$ cat src/rtl/d8m_cfg_pkg.sv
// d8m_cfg_pkg: shared types and constants for the D8M register configuration sequencer.
package d8m_cfg_pkg;

    typedef enum logic [3:0] {
        S_PWRUP,
        S_FETCH,
        S_DECODE,
        S_ISSUE,
        S_WAIT,
        S_DELAY,
        S_NEXT,
        S_DONE,
        S_FAIL
    } state_t;

    localparam logic [15:0] REG_DELAY    = 16'hFFFF;
    localparam logic [15:0] REG_END      = 16'hFFFE;
    localparam int          ENTRY_W      = 24;
    localparam logic [7:0]  DEV_ADDR_DEF = 8'h6C;

    typedef struct packed {
        logic [15:0] regaddr;
        logic [7:0]  data;
    } entry_t;

endpackage

$ cat src/rtl/d8m_cfg_if.sv
// d8m_cfg_if: write-command and transfer-result handshake between the sequencer and the I2C master.
interface d8m_cfg_if;

    logic        CMD_VALID;
    logic        CMD_READY;
    logic [7:0]  CMD_DEV;
    logic [15:0] CMD_REG;
    logic [7:0]  CMD_DATA;
    logic        XFER_DONE;
    logic        XFER_NACK;

    modport master (
        output CMD_VALID, CMD_DEV, CMD_REG, CMD_DATA,
        input  CMD_READY, XFER_DONE, XFER_NACK
    );

    modport slave (
        input  CMD_VALID, CMD_DEV, CMD_REG, CMD_DATA,
        output CMD_READY, XFER_DONE, XFER_NACK
    );

endinterface

$ cat src/rtl/d8m_cfg_rom.sv
// d8m_cfg_rom: sensor bring-up table, synchronous read with one cycle of latency.
module d8m_cfg_rom
    import d8m_cfg_pkg::*;
#(
    parameter int AW = 6
) (
    input  logic          clk,
    input  logic [AW-1:0] idx,
    output entry_t        entry
);

    // Entries past the populated list read as the end marker.
    function automatic entry_t lookup(input int a);
        case (a)
            0:       lookup = {16'h0103, 8'h01};
            1:       lookup = {16'h0100, 8'h00};
            2:       lookup = {16'h3034, 8'h1A};
            3:       lookup = {REG_DELAY, 8'h03};
            4:       lookup = {16'h3035, 8'h21};
            5:       lookup = {16'h0100, 8'h01};
            6:       lookup = {REG_DELAY, 8'h00};
            default: lookup = {REG_END, 8'h00};
        endcase
    endfunction

    always_ff @(posedge clk)
        entry <= lookup(int'(idx));

endmodule

$ cat src/rtl/d8m_cfg_sequencer.sv
// d8m_cfg_sequencer: walks the register table after power-up or restart, issuing one I2C write per entry
// with NACK retry and delay entries, then reports done or error.
module d8m_cfg_sequencer
    import d8m_cfg_pkg::*;
#(
    parameter int         NUM_REGS       = 64,
    parameter int         POWERUP_CYCLES = 1000000,
    parameter int         DELAY_UNIT     = 50000,
    parameter int         MAX_RETRY      = 3,
    parameter logic [7:0] DEV_ADDR       = DEV_ADDR_DEF,
    localparam int        IW             = $clog2(NUM_REGS)
) (
    input  logic          CLOCK_50,
    input  logic          RESET_SYS_N,
    input  logic          CFG_START,
    d8m_cfg_if.master     cmd,
    output logic          CFG_BUSY,
    output logic          CFG_DONE,
    output logic          CFG_ERR,
    output logic [IW-1:0] CFG_IDX
);

    state_t        state, state_n;
    logic [IW-1:0] idx, idx_n;
    logic [31:0]   cnt, cnt_n;
    logic [7:0]    retry, retry_n;
    logic [15:0]   reg_q, reg_n;
    logic [7:0]    data_q, data_n;
    logic          busy;
    entry_t        entry;

    d8m_cfg_rom #(.AW(IW)) u_rom (
        .clk   (CLOCK_50),
        .idx   (idx),
        .entry (entry)
    );

    always_comb begin
        state_n = state;
        idx_n   = idx;
        cnt_n   = cnt;
        retry_n = retry;
        reg_n   = reg_q;
        data_n  = data_q;
        case (state)
            S_PWRUP: begin
                cnt_n   = (cnt == 32'(POWERUP_CYCLES - 1)) ? '0 : cnt + 32'd1;
                state_n = (cnt == 32'(POWERUP_CYCLES - 1)) ? S_FETCH : S_PWRUP;
            end
            S_FETCH: state_n = S_DECODE;
            S_DECODE: begin
                if (entry.regaddr == REG_END)
                    state_n = S_DONE;
                else if (entry.regaddr == REG_DELAY) begin
                    cnt_n   = 32'(entry.data) * 32'(DELAY_UNIT);
                    state_n = (entry.data == 8'd0) ? S_NEXT : S_DELAY;
                end else begin
                    reg_n   = entry.regaddr;
                    data_n  = entry.data;
                    retry_n = '0;
                    state_n = S_ISSUE;
                end
            end
            S_ISSUE: state_n = cmd.CMD_READY ? S_WAIT : S_ISSUE;
            S_WAIT: if (cmd.XFER_DONE) begin
                state_n = !cmd.XFER_NACK ? S_NEXT : (retry < 8'(MAX_RETRY)) ? S_ISSUE : S_FAIL;
                retry_n = (cmd.XFER_NACK && retry < 8'(MAX_RETRY)) ? retry + 8'd1 : retry;
            end
            // Loaded with the full count in DECODE, so DELAY lasts exactly data*DELAY_UNIT cycles.
            S_DELAY: begin
                cnt_n   = (cnt <= 32'd1) ? '0 : cnt - 32'd1;
                state_n = (cnt <= 32'd1) ? S_NEXT : S_DELAY;
            end
            S_NEXT: begin
                idx_n   = (idx == IW'(NUM_REGS - 1)) ? idx : idx + IW'(1);
                state_n = (idx == IW'(NUM_REGS - 1)) ? S_DONE : S_FETCH;
            end
            default: ;
        endcase
        if (CFG_START) begin
            state_n = S_PWRUP;
            idx_n   = '0;
            cnt_n   = '0;
            retry_n = '0;
        end
    end

    always_ff @(posedge CLOCK_50 or negedge RESET_SYS_N)
        if (!RESET_SYS_N) begin
            state  <= S_PWRUP;
            idx    <= '0;
            cnt    <= '0;
            retry  <= '0;
            reg_q  <= '0;
            data_q <= '0;
            busy   <= 1'b0;
        end else begin
            state  <= state_n;
            idx    <= idx_n;
            cnt    <= cnt_n;
            retry  <= retry_n;
            reg_q  <= reg_n;
            data_q <= data_n;
            busy   <= !(state_n inside {S_DONE, S_FAIL});
        end

    assign cmd.CMD_VALID = (state == S_ISSUE);
    assign cmd.CMD_DEV   = DEV_ADDR;
    assign cmd.CMD_REG   = reg_q;
    assign cmd.CMD_DATA  = data_q;
    assign CFG_BUSY      = busy;
    assign CFG_DONE      = (state == S_DONE);
    assign CFG_ERR       = (state == S_FAIL);
    assign CFG_IDX       = idx;

endmodule
$ cat src/flat_wrapper.sv
// flat-port wrapper written by rule: the top's interface ports become plain ports
module d8m_cfg_sequencer_flat import d8m_cfg_pkg::*;
#(
    parameter int         NUM_REGS       = 64,
    parameter int         POWERUP_CYCLES = 1000000,
    parameter int         DELAY_UNIT     = 50000,
    parameter int         MAX_RETRY      = 3,
    parameter logic [7:0] DEV_ADDR       = DEV_ADDR_DEF,
    localparam int        IW             = $clog2(NUM_REGS)
)
  (CLOCK_50, RESET_SYS_N, CFG_START, CFG_BUSY, CFG_DONE, CFG_ERR, CFG_IDX, cmd_CMD_VALID, cmd_CMD_DEV, cmd_CMD_REG, cmd_CMD_DATA, cmd_CMD_READY, cmd_XFER_DONE, cmd_XFER_NACK);
  d8m_cfg_if cmd_i ();
  input  logic CLOCK_50;
  input  logic RESET_SYS_N;
  input  logic CFG_START;
  output logic CFG_BUSY;
  output logic CFG_DONE;
  output logic CFG_ERR;
  output logic [IW-1:0] CFG_IDX;
  output wire logic [$bits(cmd_i.CMD_VALID)-1:0] cmd_CMD_VALID;
  output wire logic [$bits(cmd_i.CMD_DEV)-1:0] cmd_CMD_DEV;
  output wire logic [$bits(cmd_i.CMD_REG)-1:0] cmd_CMD_REG;
  output wire logic [$bits(cmd_i.CMD_DATA)-1:0] cmd_CMD_DATA;
  input wire logic [$bits(cmd_i.CMD_READY)-1:0] cmd_CMD_READY;
  input wire logic [$bits(cmd_i.XFER_DONE)-1:0] cmd_XFER_DONE;
  input wire logic [$bits(cmd_i.XFER_NACK)-1:0] cmd_XFER_NACK;
  assign cmd_CMD_VALID = cmd_i.CMD_VALID;
  assign cmd_CMD_DEV = cmd_i.CMD_DEV;
  assign cmd_CMD_REG = cmd_i.CMD_REG;
  assign cmd_CMD_DATA = cmd_i.CMD_DATA;
  assign cmd_i.CMD_READY = cmd_CMD_READY;
  assign cmd_i.XFER_DONE = cmd_XFER_DONE;
  assign cmd_i.XFER_NACK = cmd_XFER_NACK;
  d8m_cfg_sequencer #(.NUM_REGS(NUM_REGS), .POWERUP_CYCLES(POWERUP_CYCLES), .DELAY_UNIT(DELAY_UNIT), .MAX_RETRY(MAX_RETRY), .DEV_ADDR(DEV_ADDR)) u_core (.CLOCK_50(CLOCK_50), .RESET_SYS_N(RESET_SYS_N), .CFG_START(CFG_START), .cmd(cmd_i), .CFG_BUSY(CFG_BUSY), .CFG_DONE(CFG_DONE), .CFG_ERR(CFG_ERR), .CFG_IDX(CFG_IDX));
endmodule
$ cat config.mk
export PLATFORM = sky130hd
export DESIGN_NAME = d8m_cfg_sequencer_flat
export DESIGN_NICKNAME = d
export VERILOG_FILES = /design/src/rtl/d8m_cfg_pkg.sv /design/src/rtl/d8m_cfg_if.sv /design/src/rtl/d8m_cfg_rom.sv /design/src/rtl/d8m_cfg_sequencer.sv /design/src/flat_wrapper.sv
export SDC_FILE = /design/constraint.sdc
export NUM_CORES = 1
export LEC_CHECK = 0
export ABC_AREA = 1
export BUFFER_PORTS_ARGS = -buffer_cell sky130_fd_sc_hd__buf_2
export CAP_MARGIN = 20
export CORE_MARGIN = 2
export CORE_UTILIZATION = 55
export DETAILED_ROUTE_END_ITERATION = 8
export GPL_TIMING_DRIVEN = 0
export PLACE_DENSITY = 0.82
export SYNTH_ARGS = -nofsm -noshare
export SYNTH_HDL_FRONTEND = slang
export SYNTH_HIERARCHICAL = 1
export SYNTH_SLANG_ARGS = --single-unit
export TNS_END_PERCENT = 1
$ cat constraint.sdc
create_clock -name CLOCK_50 -period 4.13 [get_ports CLOCK_50]
set_clock_uncertainty 0.05 [all_clocks]
set_input_delay 0 -clock CLOCK_50 [delete_from_list [all_inputs] [get_ports CLOCK_50]]
set_output_delay 0 -clock CLOCK_50 [all_outputs]
set_load 0.01 [all_outputs]
==> results.cfg, run 1 <==
[worst_setup_path]
crit_chain = buf_4 -> ha_1 -> fa_1 -> fa_1 -> ha_1 -> ha_1 -> nand2_1 -> a21oi_1 -> nor2_1 -> nand2_1 -> or2_2 -> nand3_1 -> nand3_1 -> nand2_1 -> o21ai_1
arrival_ps = 3960
crit_path_end_kind = flip-flop
cp_slowest_cell = fa_1
cp_slowest_stage_delay_ps = 500
setup.worst_path.start_class = flip-flop
cp_max_fo = 6
crit_family = adder cells
required_ps = 4290
path_class = reg -> reg
cp.buffers_inverters = 1

[cells_and_area]
post-route-util_pct = 62.0
fillers = 1301
final_common_cell = nand2_1
layout.nets = 1318
drive_gt1_share_pct = 13.4
layout_common_cells = 337 x nand2_1, 154 x nor2_1, 129 x inv_1, 107 x nand3_1, 75 x dfrtp_1
n_antenna_cell = 0
area_growth_syn_to_layout_pct = 9.98

[synthesis]
avgSynthCellArea_sq_um = 6.65
synth.distinct_cells = 43
yosys_warnings = 6
syn-instance-count = 1177
synthesis.area_sq_um = 7820
ys_ff_latch = 84
ys_seq_area_share_pct = 26.3

[sta]
worst_slew_pin_slew_ps = 637
rsz0062_at_grt = no
maxSlewHeadroom_pct = 57.5
tns_ps = 0
hold_viol_final = 0
min_period_ps = 3800
finalCritPeriodShare_pct = 91.9
setup_viol = 0
fmax_mhz = 263
maxSlewViolCount = 0

[placed_design]
io_buffers = 39
dp_hpwl_um = 17300
gp_congestion = 1.04

[clock_tree]
clkLatencyLatePin_ps = 360
cts.clk_slew.worst_paths_ps = 70
cts_buffer_depth = 2
cts_root_buf = clkbuf_16
cts_setup_buffers = 0
cts_buffers = 9
cts_tree = built
cts_resized = 0
htreeDepth = 3
cts_sinks = 84

[route]
avgViaCountPerCell = 5.53
wl_per_cell_um = 15.3
drc = 0
dr.pass1.iters = 6
vias = 7873
drt-initial-drc-count = 784
antenna_left = 0
drt-total-wl_um = 21800

[grt]
met3_usage_pct = 5.49
grt_overflow = 0
grt_pass1_wl_um = 36000
grt_pass1_vias = 7247
grtUsageMet1_pct = 43.4
grtUsageTotal_pct = 30.7
grt.busiest_layer = met2
grt_max_degree = 43
grt_use_met2_pct = 47.6
antenna_found_initial = 0

[power_and_ir_drop]
power.total_w = 0.00336
powerDensity_nw_per_um2 = 391
ir_worst_vdd_mv = 0.241
power.static_leakage_nw = 4.62

[die]
num_rows = 43
die_y_um = 123
core_sq_um = 13900
die_w_um = 123
io_pins = 48
die_area_sq_um = 15200
start_util_pct = 56.4

[min_path]
hold_path_class = in -> async

[run_status]
status = completed

[flow_run]
drv_cap = 0
-- logic make-up (layout without fill, tap and decap cells) --
kind of cell             count (synthesis)  count (layout)  share of synthesized area [%]
multiplexers                            16              16                           2.30
buffers and inverters                  193             251                           11.1
AO/OA/AOI/OAI                          112             112                           7.84
XOR/XNOR                                23              23                           2.58
adder cells (fa/ha/maj)                 74              74                           13.0
AND/OR/NAND/NOR                        672             672                           36.8
other                                    3              11                          0.144
flip-flops                              84              84                           26.3
-- state kept, by name, indices dropped and copies added, names as in the netlist --
name	count
u_core/CFG_IDX	6
u_core/cmd.CMD_DATA	8
u_core/u_rom/entry	9
u_core/cmd.CMD_REG	16
u_core/CFG_BUSY	1
u_core/retry	8
u_core/cnt	32
u_core/state	4
-- cell type report --
class / count / area, sq um / area share [%]
clock buffer: 9 / 225 / 2.62
buffer: 53 / 339 / 3.94
timing repair buffer: 42 / 238 / 2.76
tap: 180 / 225 / 2.62
sequential: 84 / 2060 / 23.9
clock inverter: 7 / 62.6 / 0.727
inverter: 140 / 528 / 6.14
multi-input combinational: 908 / 4930 / 57.3
-- per-layer routing --
metal | up-vias | wire [um] | part of all wire [%]
met5 | - | 0 | 0
met2 | 342 | 9660 | 44
met3 | 51 | 1930 | 8.9
li1 | 3868 | - | -
met4 | 0 | 592 | 2.7
met1 | 3612 | 9610 | 44
-- synth_stat cells --
cell type / instances / share of area [%]
fa_1: 12 / 3.1
o21ai_1: 11 / 0.70
buf_6: 3 / 0.43
or2_2: 5 / 0.40
nand2_2: 4 / 0.32
a21o_1: 2 / 0.19
nor3_1: 22 / 1.4
ha_1: 62 / 9.9
a21oi_4: 1 / 0.21
a31oi_1: 1 / 0.080
inv_2: 10 / 0.48
conb_1: 3 / 0.14
inv_1: 129 / 6.2
dfxtp_1: 9 / 2.3
nand2_4: 1 / 0.14
buf_2: 20 / 1.3
mux2_2: 16 / 2.3
nand3_1: 107 / 6.8
xnor2_1: 3 / 0.34
o21a_1: 1 / 0.096
dfrtp_1: 75 / 24
o211ai_1: 6 / 0.58
nand3_4: 1 / 0.22
clkbuf_1: 4 / 0.19
nor2_1: 154 / 7.4
o21ai_0: 47 / 3.0
nand3b_1: 7 / 0.67
xor2_1: 20 / 2.2
nor3_2: 1 / 0.13
buf_4: 24 / 2.3
a211oi_1: 1 / 0.096
o21ai_2: 1 / 0.11
o22ai_1: 3 / 0.24
a21oi_2: 1 / 0.11
nor2_4: 4 / 0.58
nor2_2: 14 / 1.1
clkbuf_2: 2 / 0.13
o2111ai_1: 1 / 0.11
nor2_8: 1 / 0.26
a21oi_1: 36 / 2.3
nand2_1: 337 / 16
inv_4: 1 / 0.080
nand4_1: 14 / 1.1
-- stage by stage --
stage	setup slack, ps	hold WS (ps)	instances	cell area, sq um
global route	69.9	122	1423	8600
detailed placement	345	-67.0	1405	8300
CTS	324	47.5	1423	8600
floorplan	739	-346	1185	7850
finish	333	82.3	1423	8600
global placement	357	221	1404	8270
-- timing repair --
| item | 4_1_cts | 5_1_grt |
|---|---|---|
| hold buffers | 2 | 0 |
| setup endpoints to repair | 0 | 0 |
| endpoints found under the hold margin | 79 | 0 |
-- path summary, 6_finish.rpt --
path                                   startpoint                endpoint  slack, ps  depth (start not counted)
setup / recovery            u_core/u_rom/entry[4]          u_core/cnt[15]        330                         15
hold / removal                        RESET_SYS_N         u_core/retry[4]         80                          2
setup reg to reg            u_core/u_rom/entry[4]          u_core/cnt[15]        330                         15
hold reg to reg            u_core/cmd.CMD_DATA[7]  u_core/cmd.CMD_DATA[7]        430                          2
max in group asynchronous             RESET_SYS_N          u_core/cnt[23]       3350                          3
min in group CLOCK_50               cmd_XFER_NACK         u_core/state[3]         90                          5
-- power by group --
part           internal [W]  switching, W
Sequential         0.000910     0.0000718
Combinational      0.000503       0.00107
Clock              0.000424      0.000388
Total               0.00184       0.00153
Power figures use the tool's default switching activity.
==> inputs of run 2 (changes only) <==
PLACE_DENSITY = 0.83   (was 0.82)
SYNTH_HIERARCHICAL = not set   (was 1)
==> results.cfg, run 2 <==
[run_status]
status = completed

[sta]
worst_slew_pin_slew_ps = 833
fmax_mhz = 292
setup_viol = 0
maxSlewHeadroom_pct = 44.4
rsz0062_at_grt = no
tns_ps = 0
finalCritPeriodShare_pct = 83.0
hold_viol_final = 0
setup_ws_ps = 700
min_period_ps = 3430
maxSlewViolCount = 0

[die]
core_sq_um = 11300
num_rows = 39
die_area_sq_um = 12300
die_y_um = 111
io_pins = 48
start_util_pct = 55.7
die_w_um = 111

[synthesis]
synth.distinct_cells = 44
yosys.area.top_type = dfrtp_1
avgSynthCellArea_sq_um = 6.24
ys_ff_latch = 69
async_reset_ff_share_pct = 87.0
yosys_warnings = 0
synthTopCellsByCount = 302 x nand2_1, 152 x nor2_1, 113 x inv_1, 92 x nand3_1, 60 x dfrtp_1
ys_seq_area_share_pct = 26.6
post-synth-top-count-cell = nand2_1
synth_ff_type = dfrtp_1
synthTopCellsByArea = dfrtp_1 24%, nand2_1 18%, nor2_1 9.0%, nand3_1 7.3%, inv_1 6.7%
synthesis.area_sq_um = 6310
syn-instance-count = 1012
netlist.area_leader.share_pct = 23.8
synth_edf_count = 0

[route]
avgViaCountPerCell = 5.45
drt-initial-drc-count = 734
dr.pass1.iters = 6
drt-total-wl_um = 18900
wl_per_cell_um = 15.5
vias = 6635
antenna_left = 0
drc = 0

[cells_and_area]
drive_gt1_share_pct = 12.8
largest_register_ffs = 32
reg_top3 = u_core.cnt: 32 flops, u_core.u_rom.entry: 9 flops, u_core.retry: 8 flops
layout.nets = 1110
layout_common_cells = 302 x nand2_1, 152 x nor2_1, 113 x inv_1, 92 x nand3_1, 60 x dfrtp_1
fillers = 1097
final_common_cell = nand2_1
register_area_sq_um = 1680
n_antenna_cell = 0
area_growth_syn_to_layout_pct = 11.2
regMostFlops = u_core.cnt
multiInputGateArea_sq_um = 3880

[placed_design]
gp_congestion = 1.00
post-place-ws_ps = 721
dp_hpwl_um = 14500
io_buffers = 35

[grt]
grt_max_degree = 61
grt_pass1_vias = 5955
grt_overflow = 0
grt_pass1_wl_um = 30600
antenna_found_initial = 0
grtUsageTotal_pct = 31.4

[clock_tree]
cts_sinks = 69
cts.clk_slew.worst_paths_ps = 70
htreeDepth = 3
cts_tree = built
cts_buffers = 9
cts_setup_buffers = 0
cts_root_buf = clkbuf_16
cts_buffer_depth = 2
clkLatencyLatePin_ps = 350

[flow_run]
drv_cap = 0

[worst_setup_path]
required_ps = 4320
reg2reg_slack_ps = 700
crit_path_end_kind = flip-flop
setup.worst_path.start_class = flip-flop
arrival_ps = 3620
path_class = reg -> reg
cp_max_fo = 9

[power_and_ir_drop]
ir_worst_vdd_mv = 0.294
power.total_w = 0.00367
power.static_leakage_nw = 3.74
powerDensity_nw_per_um2 = 523

[min_path]
hold_path_class = in -> reg
-- run 2: cell types whose count changed after synthesis, sizes merged, moves of 5 or more --
cell and change:
dfrtp -15, nor2 -9, ha -30, fa -9, nand2 -31, o21ai -14
nand3b -5, a21oi -13, inv -22, nand3 -13, mux2 -16
-- run 2: routing by layer --
layer / vias to the layer above / routed length, um / GRT usage [%] / part of all wire [%]
met4: 0 / 565 / 11.3 / 3.0
met1: 3001 / 8250 / 44.0 / 44
met5: - / 0 / 0 / 0
met2: 304 / 8470 / 48.9 / 45
li1: 3289 / - / - / -
met3: 41 / 1640 / 5.80 / 8.7
-- run 2: final timing paths --
check                                 startpoint                    end  depth (start not counted)
min in group asynchronous            RESET_SYS_N          u_core.cnt[9]                          2
max                        u_core.u_rom.entry[4]         u_core.cnt[16]                         17
max reg2reg                u_core.u_rom.entry[4]         u_core.cnt[16]                         17
min                                cmd_CMD_READY        u_core.state[1]                          4
min reg2reg                u_core.u_rom.entry[8]  u_core.cmd.CMD_REG[0]                          2
max in group asynchronous            RESET_SYS_N         u_core.cnt[24]                          2
-- run 2: area by class of cell --
class	instances	area share (%)
Multi-Input combinational cell	779	55.3
Sequential cell	69	24.0
Inverter	120	6.42
Buffer	53	4.78
Clock buffer	9	3.21
Timing Repair Buffer	37	2.82
Tap cell	143	2.55
Clock inverter	7	0.981
-- run 2: timing repair --
| item | 4_1_cts | 5_1_grt |
|---|---|---|
| resized for setup | 0 | 0 |
| endpoints found under the hold margin | 62 | 0 |
| hold buffers | 2 | 0 |
-- run 2: worst max-delay path, stage by stage (launching register included) --
cell and delay [ps]:
dfxtp_1 540, inv_1 180, ha_1 340, inv_1 130
ha_1 170, inv_1 50, fa_1 530, inv_1 60
ha_1 280, nand2_1 60, o21bai_1 280, nand3_1 160
nand3_1 100, nand2_1 50, nand3_1 120, nand3_1 110
nand2_1 80, nand2_1 50
-- run 2: kinds of logic after synthesis --
logic type	count (synthesis)	share of synthesized area, %
AO/OA/AOI/OAI	90	8.01
XOR/XNOR	27	3.75
adder cells (fa/ha/maj)	35	7.30
buffers and inverters	173	12.5
flip-flops	69	26.6
other	2	0.119
AND/OR/NAND/NOR	616	41.7
-- run 2: stage by stage --
step                      instances  cell area, sq um  util (%)  hold slack, ps
final                          1217              7020      62.0             116
after global routing           1217              7020      62.0             179
after CTS                      1217              7020      62.0             101
after detailed placement       1199              6700      59.2             102
after global placement         1199              6700      59.2             263
after floorplan                1021              6340         -            -346
-- run 2: power by group --
part,leakage [nW],switching [W],internal (W),total [W]
combinational,2.71,0.00134,0.000665,0.00200
clock,0.147,0.000360,0.000428,0.000788
sequential,0.884,0.000104,0.000775,0.000879
